`src/rtl/tt_pkg.sv`:
```
// rtl/tt_pkg.sv - shared constants and types for the times-table BRAM arbiter
// Holds the default operand/result widths, the RAM depth, the controller
// state type and the requester id type. No ports.
package tt_pkg;

    localparam int TT_OPW   = 3;
    localparam int TT_RW    = 2 * TT_OPW;
    localparam int TT_DEPTH = 1 << (2 * TT_OPW);

    typedef enum logic {
        ST_INIT  = 1'b0,
        ST_SERVE = 1'b1
    } tt_state_e;

    typedef logic tt_req_id_t;

endpackage

```
`src/rtl/tt_bram_arbiter_rr_arb2.sv`:
```
// rtl/tt_bram_arbiter_rr_arb2.sv - two-input round-robin arbiter
// Ports: clk, rst (async, active-high); en_i enables granting; valid_i[1:0]
// requests; grant_o[1:0] one-hot grant. Every grant is taken as accepted, so
// the priority pointer advances on any grant and holds otherwise.
module rr_arb2
    import tt_pkg::*;
(
    input  logic       clk,
    input  logic       rst,
    input  logic       en_i,
    input  logic [1:0] valid_i,
    output logic [1:0] grant_o
);

    // Requester that wins the next contended cycle; 0 after reset.
    tt_req_id_t prio_q, prio_d;

    always_comb begin
        grant_o = 2'b00;
        if (en_i) begin
            case (valid_i)
                2'b01:   grant_o = 2'b01;
                2'b10:   grant_o = 2'b10;
                2'b11:   grant_o = prio_q ? 2'b10 : 2'b01;
                default: grant_o = 2'b00;
            endcase
        end
    end

    always_comb begin
        prio_d = prio_q;
        if (grant_o[0]) begin
            prio_d = 1'b1;
        end else if (grant_o[1]) begin
            prio_d = 1'b0;
        end
    end

    always_ff @(posedge clk or posedge rst) begin
        if (rst) begin
            prio_q <= 1'b0;
        end else begin
            prio_q <= prio_d;
        end
    end

endmodule

```
`src/rtl/tt_bram_arbiter.sv`:
```
// rtl/tt_bram_arbiter.sv - times-table BRAM fill controller and 2-port lookup arbiter
// After reset fills the external RAM with a*b at address {a,b}, then shares the
// RAM read port between two requesters with round-robin arbitration.
// Ports: clk, rst (async, active-high); req0/req1 valid/a/b in, ready out;
// rsp0/rsp1 valid/data out; init_done; err; bram_ena/wea/addra/dina out,
// bram_douta in. Optional macro TT_SELFCHECK_EN checks each read result.
module tt_bram_arbiter
    import tt_pkg::*;
#(
    parameter int OPW        = TT_OPW,
    parameter int RD_LATENCY = 1
) (
    input  logic                 clk,
    input  logic                 rst,
    input  logic                 req0_valid,
    input  logic [OPW-1:0]       req0_a,
    input  logic [OPW-1:0]       req0_b,
    output logic                 req0_ready,
    output logic                 rsp0_valid,
    output logic [2*OPW-1:0]     rsp0_data,
    input  logic                 req1_valid,
    input  logic [OPW-1:0]       req1_a,
    input  logic [OPW-1:0]       req1_b,
    output logic                 req1_ready,
    output logic                 rsp1_valid,
    output logic [2*OPW-1:0]     rsp1_data,
    output logic                 init_done,
    output logic                 err,
    output logic                 bram_ena,
    output logic                 bram_wea,
    output logic [2*OPW-1:0]     bram_addra,
    output logic [2*OPW-1:0]     bram_dina,
    input  logic [2*OPW-1:0]     bram_douta
);

    localparam int AW = 2 * OPW;
    localparam int RW = 2 * OPW;

    tt_state_e       state_q, state_d;
    logic [AW-1:0]   cnt_q, cnt_d;
    logic            init_done_q, init_done_d;

    logic [1:0]      grant;
    logic            xfer0, xfer1, xfer;
    tt_req_id_t      win_id;
    logic [OPW-1:0]  win_a, win_b;

    // Response tracking: valid flag and requester id per RAM latency stage.
    logic [RD_LATENCY-1:0] pv_q, pv_d;
    logic [RD_LATENCY-1:0] pid_q, pid_d;
    logic                  vld_last;
    tt_req_id_t            id_last;

    logic            rsp0_valid_q, rsp0_valid_d, rsp1_valid_q, rsp1_valid_d;
    logic [RW-1:0]   rsp0_data_q, rsp0_data_d, rsp1_data_q, rsp1_data_d;

    rr_arb2 u_arb (
        .clk     (clk),
        .rst     (rst),
        .en_i    (init_done_q),
        .valid_i ({req1_valid, req0_valid}),
        .grant_o (grant)
    );

    assign req0_ready = init_done_q & grant[0];
    assign req1_ready = init_done_q & grant[1];
    assign xfer0      = req0_valid & req0_ready;
    assign xfer1      = req1_valid & req1_ready;
    assign xfer       = xfer0 | xfer1;
    assign win_id     = xfer1;
    assign win_a      = xfer1 ? req1_a : req0_a;
    assign win_b      = xfer1 ? req1_b : req0_b;
    assign vld_last   = pv_q[RD_LATENCY-1];
    assign id_last    = pid_q[RD_LATENCY-1];

    always_comb begin
        state_d     = state_q;
        cnt_d       = cnt_q;
        init_done_d = init_done_q;
        case (state_q)
            ST_INIT: begin
                cnt_d = cnt_q + 1'b1;
                if (&cnt_q) begin
                    state_d     = ST_SERVE;
                    init_done_d = 1'b1;
                end
            end
            ST_SERVE: begin
                state_d = ST_SERVE;
            end
            default: state_d = ST_INIT;
        endcase
    end

    // RAM port is combinational so the write/read lands on the same edge that
    // advances the fill counter or accepts the lookup. Held idle during reset.
    always_comb begin
        bram_ena   = 1'b0;
        bram_wea   = 1'b0;
        bram_addra = '0;
        bram_dina  = '0;
        if (!rst) begin
            if (state_q == ST_INIT) begin
                bram_ena   = 1'b1;
                bram_wea   = 1'b1;
                bram_addra = cnt_q;
                bram_dina  = RW'(cnt_q[AW-1:OPW]) * RW'(cnt_q[OPW-1:0]);
            end else if (xfer) begin
                bram_ena   = 1'b1;
                bram_addra = {win_a, win_b};
            end
        end
    end

    always_comb begin
        pv_d     = '0;
        pid_d    = '0;
        pv_d[0]  = xfer;
        pid_d[0] = win_id;
        for (int i = 1; i < RD_LATENCY; i++) begin
            pv_d[i]  = pv_q[i-1];
            pid_d[i] = pid_q[i-1];
        end
        rsp0_valid_d = vld_last & ~id_last;
        rsp1_valid_d = vld_last &  id_last;
        rsp0_data_d  = rsp0_valid_d ? bram_douta : rsp0_data_q;
        rsp1_data_d  = rsp1_valid_d ? bram_douta : rsp1_data_q;
    end

    always_ff @(posedge clk or posedge rst) begin
        if (rst) begin
            state_q      <= ST_INIT;
            cnt_q        <= '0;
            init_done_q  <= 1'b0;
            pv_q         <= '0;
            pid_q        <= '0;
            rsp0_valid_q <= 1'b0;
            rsp1_valid_q <= 1'b0;
            rsp0_data_q  <= '0;
            rsp1_data_q  <= '0;
        end else begin
            state_q      <= state_d;
            cnt_q        <= cnt_d;
            init_done_q  <= init_done_d;
            pv_q         <= pv_d;
            pid_q        <= pid_d;
            rsp0_valid_q <= rsp0_valid_d;
            rsp1_valid_q <= rsp1_valid_d;
            rsp0_data_q  <= rsp0_data_d;
            rsp1_data_q  <= rsp1_data_d;
        end
    end

    assign init_done  = init_done_q;
    assign rsp0_valid = rsp0_valid_q;
    assign rsp1_valid = rsp1_valid_q;
    assign rsp0_data  = rsp0_data_q;
    assign rsp1_data  = rsp1_data_q;

`ifdef TT_SELFCHECK_EN
    // Operands travel alongside the id so the returning word can be checked.
    logic [OPW-1:0] pa_q [RD_LATENCY];
    logic [OPW-1:0] pa_d [RD_LATENCY];
    logic [OPW-1:0] pb_q [RD_LATENCY];
    logic [OPW-1:0] pb_d [RD_LATENCY];
    logic           err_q, err_d;

    always_comb begin
        pa_d    = pa_q;
        pb_d    = pb_q;
        pa_d[0] = win_a;
        pb_d[0] = win_b;
        for (int i = 1; i < RD_LATENCY; i++) begin
            pa_d[i] = pa_q[i-1];
            pb_d[i] = pb_q[i-1];
        end
        err_d = err_q | (vld_last &
                (bram_douta != RW'(pa_q[RD_LATENCY-1]) * RW'(pb_q[RD_LATENCY-1])));
    end

    always_ff @(posedge clk or posedge rst) begin
        if (rst) begin
            pa_q  <= '{default: '0};
            pb_q  <= '{default: '0};
            err_q <= 1'b0;
        end else begin
            pa_q  <= pa_d;
            pb_q  <= pb_d;
            err_q <= err_d;
        end
    end

    assign err = err_q;
`else
    assign err = 1'b0;
`endif

endmodule

```
`config.mk`:
```
export PLATFORM = sky130hd
export DESIGN_NAME = tt_bram_arbiter
export DESIGN_NICKNAME = d
export VERILOG_FILES = /design/src/rtl/tt_pkg.sv /design/src/rtl/tt_bram_arbiter_rr_arb2.sv /design/src/rtl/tt_bram_arbiter.sv
export SDC_FILE = /design/constraint.sdc
export NUM_CORES = 1
export LEC_CHECK = 0
export CAP_MARGIN = 15
export CORE_AREA = 2 2 58 87
export DETAILED_ROUTE_END_ITERATION = 10
export DIE_AREA = 0 0 60 89
export DONT_BUFFER_PORTS = 1
export PLACE_DENSITY = 0.47
export SYNTH_ARGS = -nofsm -noshare
export SYNTH_HDL_FRONTEND = slang
export SYNTH_SLANG_ARGS = --single-unit
```
`constraint.sdc`:
```
create_clock -name clk -period 2.96 [get_ports clk]
set_input_delay 0.444 -clock clk [delete_from_list [all_inputs] [get_ports clk]]
set_output_delay 0.444 -clock clk [all_outputs]
set_load 0.05 [all_outputs]
```
==> metrics list, run 1 <==
- Total die area: 5340 um2
* Ports: 54
* Worst-Margin Slew: 708 ps
- Final RePlAce weighted congestion: about 0.80
- Yosys top cell area share: 0.467
- Number of hold-slack violations in the final timing report: 0
* Area taken by flip-flops and latches: roughly 630 um2
- For this configuration, the core starts out at a cell density of 0.295.
- Maximum VDD drop: 129 uV
- The worst register-to-register path ends at u_arb.prio_q.
- The Yosys step of the flow raised 0 warnings.
- DRC violations left: 0
* Max Transition Viols Final: 0
- CTS sink cnt: 25
* Count of routing violations after the opening detailed-route iteration: 17
* Most common flop cell mapped by yosys: sky130_fd_sc_hd__dfrtp_1
- Crit path launch: cnt_q[3]
- Total non-filler cell area in the finished layout: 1600 um2
- Main combinational cell family by area after synthesis: simple AND/OR/NAND/NOR gates
- Root Buffer Master: sky130_fd_sc_hd__clkbuf_8
- Die X-Extent: around 60 um
- In the global route stage, overall resource usage came out at 0.111.
* Register clock-pin slew on the reported worst setup and hold paths: ~80 ps
* Max-cap viol count: 0
* Number of synthesized flops with an enable pin: 0
* Sequential fraction of the synthesis area: 0.467
- Antenna violations before repair: 0
* First-pass GRT wire length: between 4000 and 5000 um
* Per-cell routed wire length: 13.7 um
- CTS built an H-tree with a depth of 1.
- Synth Net Count: approximately 150
* Biggest fanout along the worst timing path: 6
- Number of buffers created by CTS: 3
* Launch instance of the worst register-to-register path: init_done
- Between clock sinks in the finished design, the worst skew comes to around 1.7 ps.
* Detailed Route WL: 2790 um
- 0 antenna diodes ended up in the layout.
- In the final layout, the multi-input gates occupy 663 um2.
- Flip-flop and latch count after synthesis: 25
- Once detail routing completed, the nets flagged for antenna violations numbered 0.
- Of the cells placed in the final design, the portion with a size suffix greater than 1 is 0.338.
- Status: completed
- The floorplan step set the die height to 89 um.
- Setup violators final: 0
- Insertion delay to the later sink of the worst-skew pair: 260 ps
- Startpoint types: flop
* Synthesized area divided by synthesized cell count: 11.3 um2
* Std cell rows: 30
* Core outline area: 4540 um2
- Buffers placed on the I/O ports in this run total 0.
- Leading post-synthesis cells by cell area: sky130_fd_sc_hd__dfrtp_1, sky130_fd_sc_hd__mux2_2, sky130_fd_sc_hd__ha_1
- The critical path ends at bram_dina[4].
* Detailed placer's ending HPWL: 2240 um
- Counting along the longest clock path gives a buffer depth of 2.
- Remaining global-route overflow: 0
- The number of hold buffers added after CTS was 0.
- Of the available clock period, the critical path in the final layout requires 0.953.
- In this run the tightest slew margin relative to its limit is 0.523.
* Post-layout net count: 170
* Layout overhead on the synthesized area: 19.5%
* Cell area after synthesis: 1340 um2
* Count of mapped cells out of synthesis: roughly 120
- Of all flip-flops after synthesis, the portion carrying an async set or reset was 1.00.
- Dividing the detail-routed via count by the number of cells gives between 4 and 5.
- The worst register-to-register path has a setup slack of 1410 ps.
- For the final routed database, the setup TNS stands at 0 ps.
* Crit path DAT: 2380 ps
* Maximum clock frequency: between 300 and 400 MHz
* Most numerous cell types in the synthesized netlist: sky130_fd_sc_hd__dfrtp_1, sky130_fd_sc_hd__mux2_2, sky130_fd_sc_hd__nand2_1
- Xor and xnor fraction of the mapped netlist area: 0.0393
- Once placement finished, the instance area stood at 1490 um2.
* Reg2reg path depth: 2
- Fin crit period: 2820 ps
* Complex-gate fraction of the synthesized area: 0.0682
- TritonCTS built the clock tree.
- Endpoint type of the worst setup path: primary output
- STA puts the critical path data required time at 2520 ps.
- For this design the static power due to leakage is 0.781 nW.
- Vias in the first global route: roughly 1,000
- Worst min path class: in2async
- Of the total synthesized cell area, the portion taken by full adders, half adders and majority gates is 0.0860.
* RSZ-0062 raised after global routing: false
- Fillers: roughly 460
- Before antenna repair, the detailed router went through 2 iterations.
- Maximum number of pins on one net before global-route repair: 28
- Number of unique standard cell types used by synthesis: 31
* Cell type with the highest aggregate area in the netlist: sky130_fd_sc_hd__dfrtp_1
- Critical path start-end classification: reg2out
- The routed layout has 910 vias.
- Pwr/cell area: roughly 390 nW/um2
* Share of synthesized cell area in and, or, nand and nor gates: 0.149
- By instance count, the leading cell after synthesis is sky130_fd_sc_hd__dfrtp_1.
* Share of cell area taken by muxes after synthesis: 0.147
-- logic make-up (layout without fill, tap and decap cells) --
kind of cell    Yosys count  in the layout
fa+ha+maj                 8              8
mux                      18             18
buf+inv                  11             31
compound gates           14             14
xor+xnor                  6              6
simple gates             36             36
flops                    25             25
other cells               1              1
-- layout make-up --
| cell class | count | area share |
|---|---|---|
| sequential | 25 | 0.394 |
| clock inverter | 1 | 0.00313 |
| tap | 64 | 0.0500 |
| timing repair buffer | 20 | 0.0962 |
| multi-input combinational | 83 | 0.414 |
| clock buffer | 3 | 0.0258 |
| inverter | 7 | 0.0164 |
-- cells in the final DEF (no fill, tap or decap), types with 3 or more instances in the layout --
master	instances
sky130_fd_sc_hd__ha_1	6
sky130_fd_sc_hd__nand3_1	4
sky130_fd_sc_hd__mux2i_1	5
sky130_fd_sc_hd__o21ai_1	4
sky130_fd_sc_hd__inv_1	6
sky130_fd_sc_hd__and3_1	5
sky130_fd_sc_hd__dfrtp_2	4
sky130_fd_sc_hd__buf_4	19
sky130_fd_sc_hd__nand2_1	10
sky130_fd_sc_hd__mux2_2	13
sky130_fd_sc_hd__xnor2_1	5
sky130_fd_sc_hd__nand2b_1	3
sky130_fd_sc_hd__and2_1	8
sky130_fd_sc_hd__dfrtp_1	21
sky130_fd_sc_hd__clkbuf_8	3
-- where the power goes --
part	total [mW]	switching [mW]	internal (mW)
Combinational	0.0509	0.0359	0.0150
Sequential	0.384	0.0353	0.349
Clock	0.192	0.0983	0.0937
Total	0.627	0.170	0.458
-- flip-flops by register name, indices dropped and copies added, names as in the netlist --
signal and flops:
rsp0_valid 1, state_q 1, pv_q 1, rsp1_data 6, rsp1_valid 1, rsp0_data 6, id_last 1, init_done 1
cnt_q 6, u_arb.prio_q 1
-- worst max-delay path: stages, from the launching register on --
cell	delay, ps
sky130_fd_sc_hd__dfrtp_2	410
sky130_fd_sc_hd__nand2_1	80
sky130_fd_sc_hd__fa_1	540
sky130_fd_sc_hd__inv_1	40
sky130_fd_sc_hd__ha_1	210
sky130_fd_sc_hd__fa_1	380
sky130_fd_sc_hd__xnor2_1	140
sky130_fd_sc_hd__nor3_2	130
sky130_fd_sc_hd__buf_6	180
-- worst min path at each step --
stage | slack (ps) | end | startpoint
after CTS | 120 | u_arb.prio_q | rst
final | 120 | init_done | rst
after floorplan | 340 | cnt_q[0] | rst
after global routing | 130 | cnt_q[5] | rst
after detailed placement | 410 | state_q | rst
after global placement | 410 | cnt_q[1] | rst
-- metrics by stage --
stage               utilization  std cells  worst slack [ps]  hold WS [ps]  power, mW
floorplan                     -        119               124           341      0.433
CTS                       0.339        196              29.7           123      0.641
global placement          0.329        192               371           410      0.443
finish                    0.352        203               140           121      0.627
global route              0.352        203             0.923           132      0.664
detailed placement        0.329        192               339           410      0.443
-- what timing repair did --
action                                  in CTS  in global routing
setup buffers                                0                  7
gates resized for setup                      0                  5
endpoints found under the setup margin       0                  2
-- routing by layer --
metal,up-vias,track usage,share of wire
li1,443,-,-
met1,438,0.115,0.37
met2,27,0.220,0.58
met4,0,0.0242,0.0050
met3,2,0.0232,0.042
met5,-,0,0
(Power assumes the default switching activity.)
==> run 2, diff against run 1 <==
--- a/config.mk
+++ b/config.mk
@@ -6,11 +6,11 @@
 export NUM_CORES = 1
 export LEC_CHECK = 0
 export CAP_MARGIN = 15
-export CORE_AREA = 2 2 58 87
+export CORE_AREA = 2 2 47 71
 export DETAILED_ROUTE_END_ITERATION = 10
-export DIE_AREA = 0 0 60 89
+export DIE_AREA = 0 0 49 73
 export DONT_BUFFER_PORTS = 1
-export PLACE_DENSITY = 0.47
+export PLACE_DENSITY = 0.64
 export SYNTH_ARGS = -nofsm -noshare
 export SYNTH_HDL_FRONTEND = slang
 export SYNTH_SLANG_ARGS = --single-unit
==> metrics list, run 2 (synthesis gave the netlist of run 1 again) <==
- Max H-tree Level: 1
- The number of global-route vias before repair came to 967.
- The tree is rooted in a sky130_fd_sc_hd__clkbuf_8.
- The startpoint identified for the worst register-to-register timing path is init_done.
* DRC violations left: 0
- The worst register-to-register path has a setup slack of 1410 ps.
- In this run the critical register-to-register path is captured at u_arb.prio_q.
- Of the total power, the share spent switching nets is 0.269.
- P_leak: 0.746 nW
* NetSw: 0.169 mW
* Endpoint type of the worst setup path: primary output
* Total non-filler cell area in the finished layout: 1520 um2
* Final RePlAce weighted congestion: approximately 0.90
- Clock share of power: 0.304
- The number of hold-slack violations in the final timing report came to 0.
- Fin Clk Skew: around 5.2 ps
- Worst setup endpoint: bram_dina[4]
* Detailed Route WL: 2610 um
* Most used cells in the layout excluding fill and tap cells: sky130_fd_sc_hd__dfrtp_1, sky130_fd_sc_hd__mux2_2, sky130_fd_sc_hd__buf_4, sky130_fd_sc_hd__nand2_1, sky130_fd_sc_hd__and2_1
* Internal power summed over all cells: 0.458 mW
- First-pass GRT wire length: 4300 um
* Antenna violations before repair: 0
- Tracing the worst setup path back leads to its startpoint at cnt_q[2].
- The detailed router finished its first iteration with 3 violations.
- Initial core utilization: 0.441
- The worst register-to-register path has a depth of 2.
* Share of the clock period used by the worst path after layout: 0.959
* Tightest slew margin relative to the limit: 0.599
- Setup violators final: 0
- Vias after detailed routing: 910
- The total overflow left after global routing is 0.
* Worst min path class: in2reg
* Post-layout net count: 163
* Die X-Extent: just under 50 um
* Floorplan die height: 73 um
- Most frequent standard cell in the layout excluding fill and tap cells: sky130_fd_sc_hd__dfrtp_1
* Ports: 54
- Per-cell routed wire length: 15.2 um
- At the pin with the least slew margin, the transition time is 595 ps.
- For the worst setup path, the data required time is 2520 ps.
- Status: completed
- Biggest fanout along the worst timing path: 6
- Across the VDD grid, the largest voltage drop is between 150 and 200 uV.
- Total die area: about 3600 um2
- Post-placement cell area: 1450 um2
- Std cell rows: 25
* Crit path DAT: 2390 ps
* Startpoint types: flop
- Max Transition Viols Final: 0
* Average via count per standard cell: 5.29
- Buffers added on ports: 0
- Maximum clock frequency: 352 MHz
- Antenna fix cells: 0
- Number of detailed-route iterations in the first pass: 4
- Layout overhead on the synthesized area: 13.7%
- The critical path is of the reg2out type.
- The share of total power dissipated in combinational logic is 0.083.
- RSZ-0062 raised after global routing: false
- Total global routing track utilization: 0.157
- Maximum number of pins on one net before global-route repair: 19
- TritonCTS built the clock tree.
- Overall Power: 0.627 mW
- In the final timing run, aggregate negative setup slack is 0 ps.
- Number of buffers between clock root and the deepest sink: 2
- Fin crit period: 2840 ps
- Register clock-pin slew on the reported worst setup and hold paths: 80 ps
- TritonCTS created 3 clock buffers.
* Pwr/cell area: 412 nW/um2
* Insertion delay to the later sink of the worst-skew pair: between 200 and 300 ps
* Detailed placer's ending HPWL: between 2000 and 2500 um
- The core region is 3030 um2.
- Max-cap viol count: 0
* CTS sink cnt: 25
* Detail Route Antenna Nets: 0
- Fraction of layout cells with a size suffix above 1: 0.311
* Register share of total power: 0.613
-- run 2: per-stage QoR --
stage / util / worst slack [ps] / hold WS [ps] / instances
after floorplan: - / 124 / 341 / 119
after global placement: 0.477 / 373 / 255 / 166
after detailed placement: 0.477 / 306 / 255 / 166
after CTS: 0.496 / 1.34 / 317 / 171
after global routing: 0.502 / 9.51 / 310 / 172
final: 0.502 / 121 / 328 / 172
-- run 2: power groups by stage --
stage	Sequential [mW]	Clock, mW	Combinational (mW)
global placement	0.391	0	0.0508
finish	0.384	0.191	0.0522
detailed placement	0.392	0	0.0518
CTS	0.385	0.204	0.0532
floorplan	0.390	0	0.0426
global route	0.385	0.217	0.0562
-- run 2: per-layer routing --
layer  track usage  vias up  part of all wire
met5             0        -                 0
met4        0.0571        0            0.0054
met3        0.0184        2             0.045
met2         0.329       38              0.59
met1         0.154      444              0.36
li1              -      426                 -
-- run 2: area by class of cell --
class | count | area, um2
Clock buffer | 3 | 41.3
Clock inverter | 1 | 5.00
Fill cell | 284 | 1510
Inverter | 7 | 26.3
Multi-Input combinational cell | 83 | 663
Sequential cell | 25 | 633
Tap cell | 40 | 50.0
Timing Repair Buffer | 13 | 104
-- run 2: how the worst min path moves through the flow --
stage	startpoint	to	slack, ps	cells past startpoint
3_3_place_gp	rst	cnt_q[0]	260	1
4_1_cts	bram_douta[0]	rsp1_data[0]	320	1
3_5_place_dp	rst	cnt_q[0]	250	1
5_1_grt	bram_douta[5]	rsp1_data[5]	310	1
2_1_floorplan	rst	cnt_q[0]	340	1
6_report	bram_douta[5]	rsp0_data[5]	330	1
-- run 2: critical path, stage by stage, from the launching register on --
cell                      delay [ps]
sky130_fd_sc_hd__dfrtp_2         410
sky130_fd_sc_hd__nand2_1          90
sky130_fd_sc_hd__fa_1            530
sky130_fd_sc_hd__inv_1            40
sky130_fd_sc_hd__ha_1            220
sky130_fd_sc_hd__fa_1            380
sky130_fd_sc_hd__xnor2_1         150
sky130_fd_sc_hd__nor3_2          130
sky130_fd_sc_hd__buf_6           180
-- run 2: repair_timing --
action                                 4_1_cts  5_1_grt
setup endpoints to repair                    0        1
endpoints found under the hold margin        7        0
resized for setup                            0        7
buffers inserted                             0        1
hold buffers                                 1        0
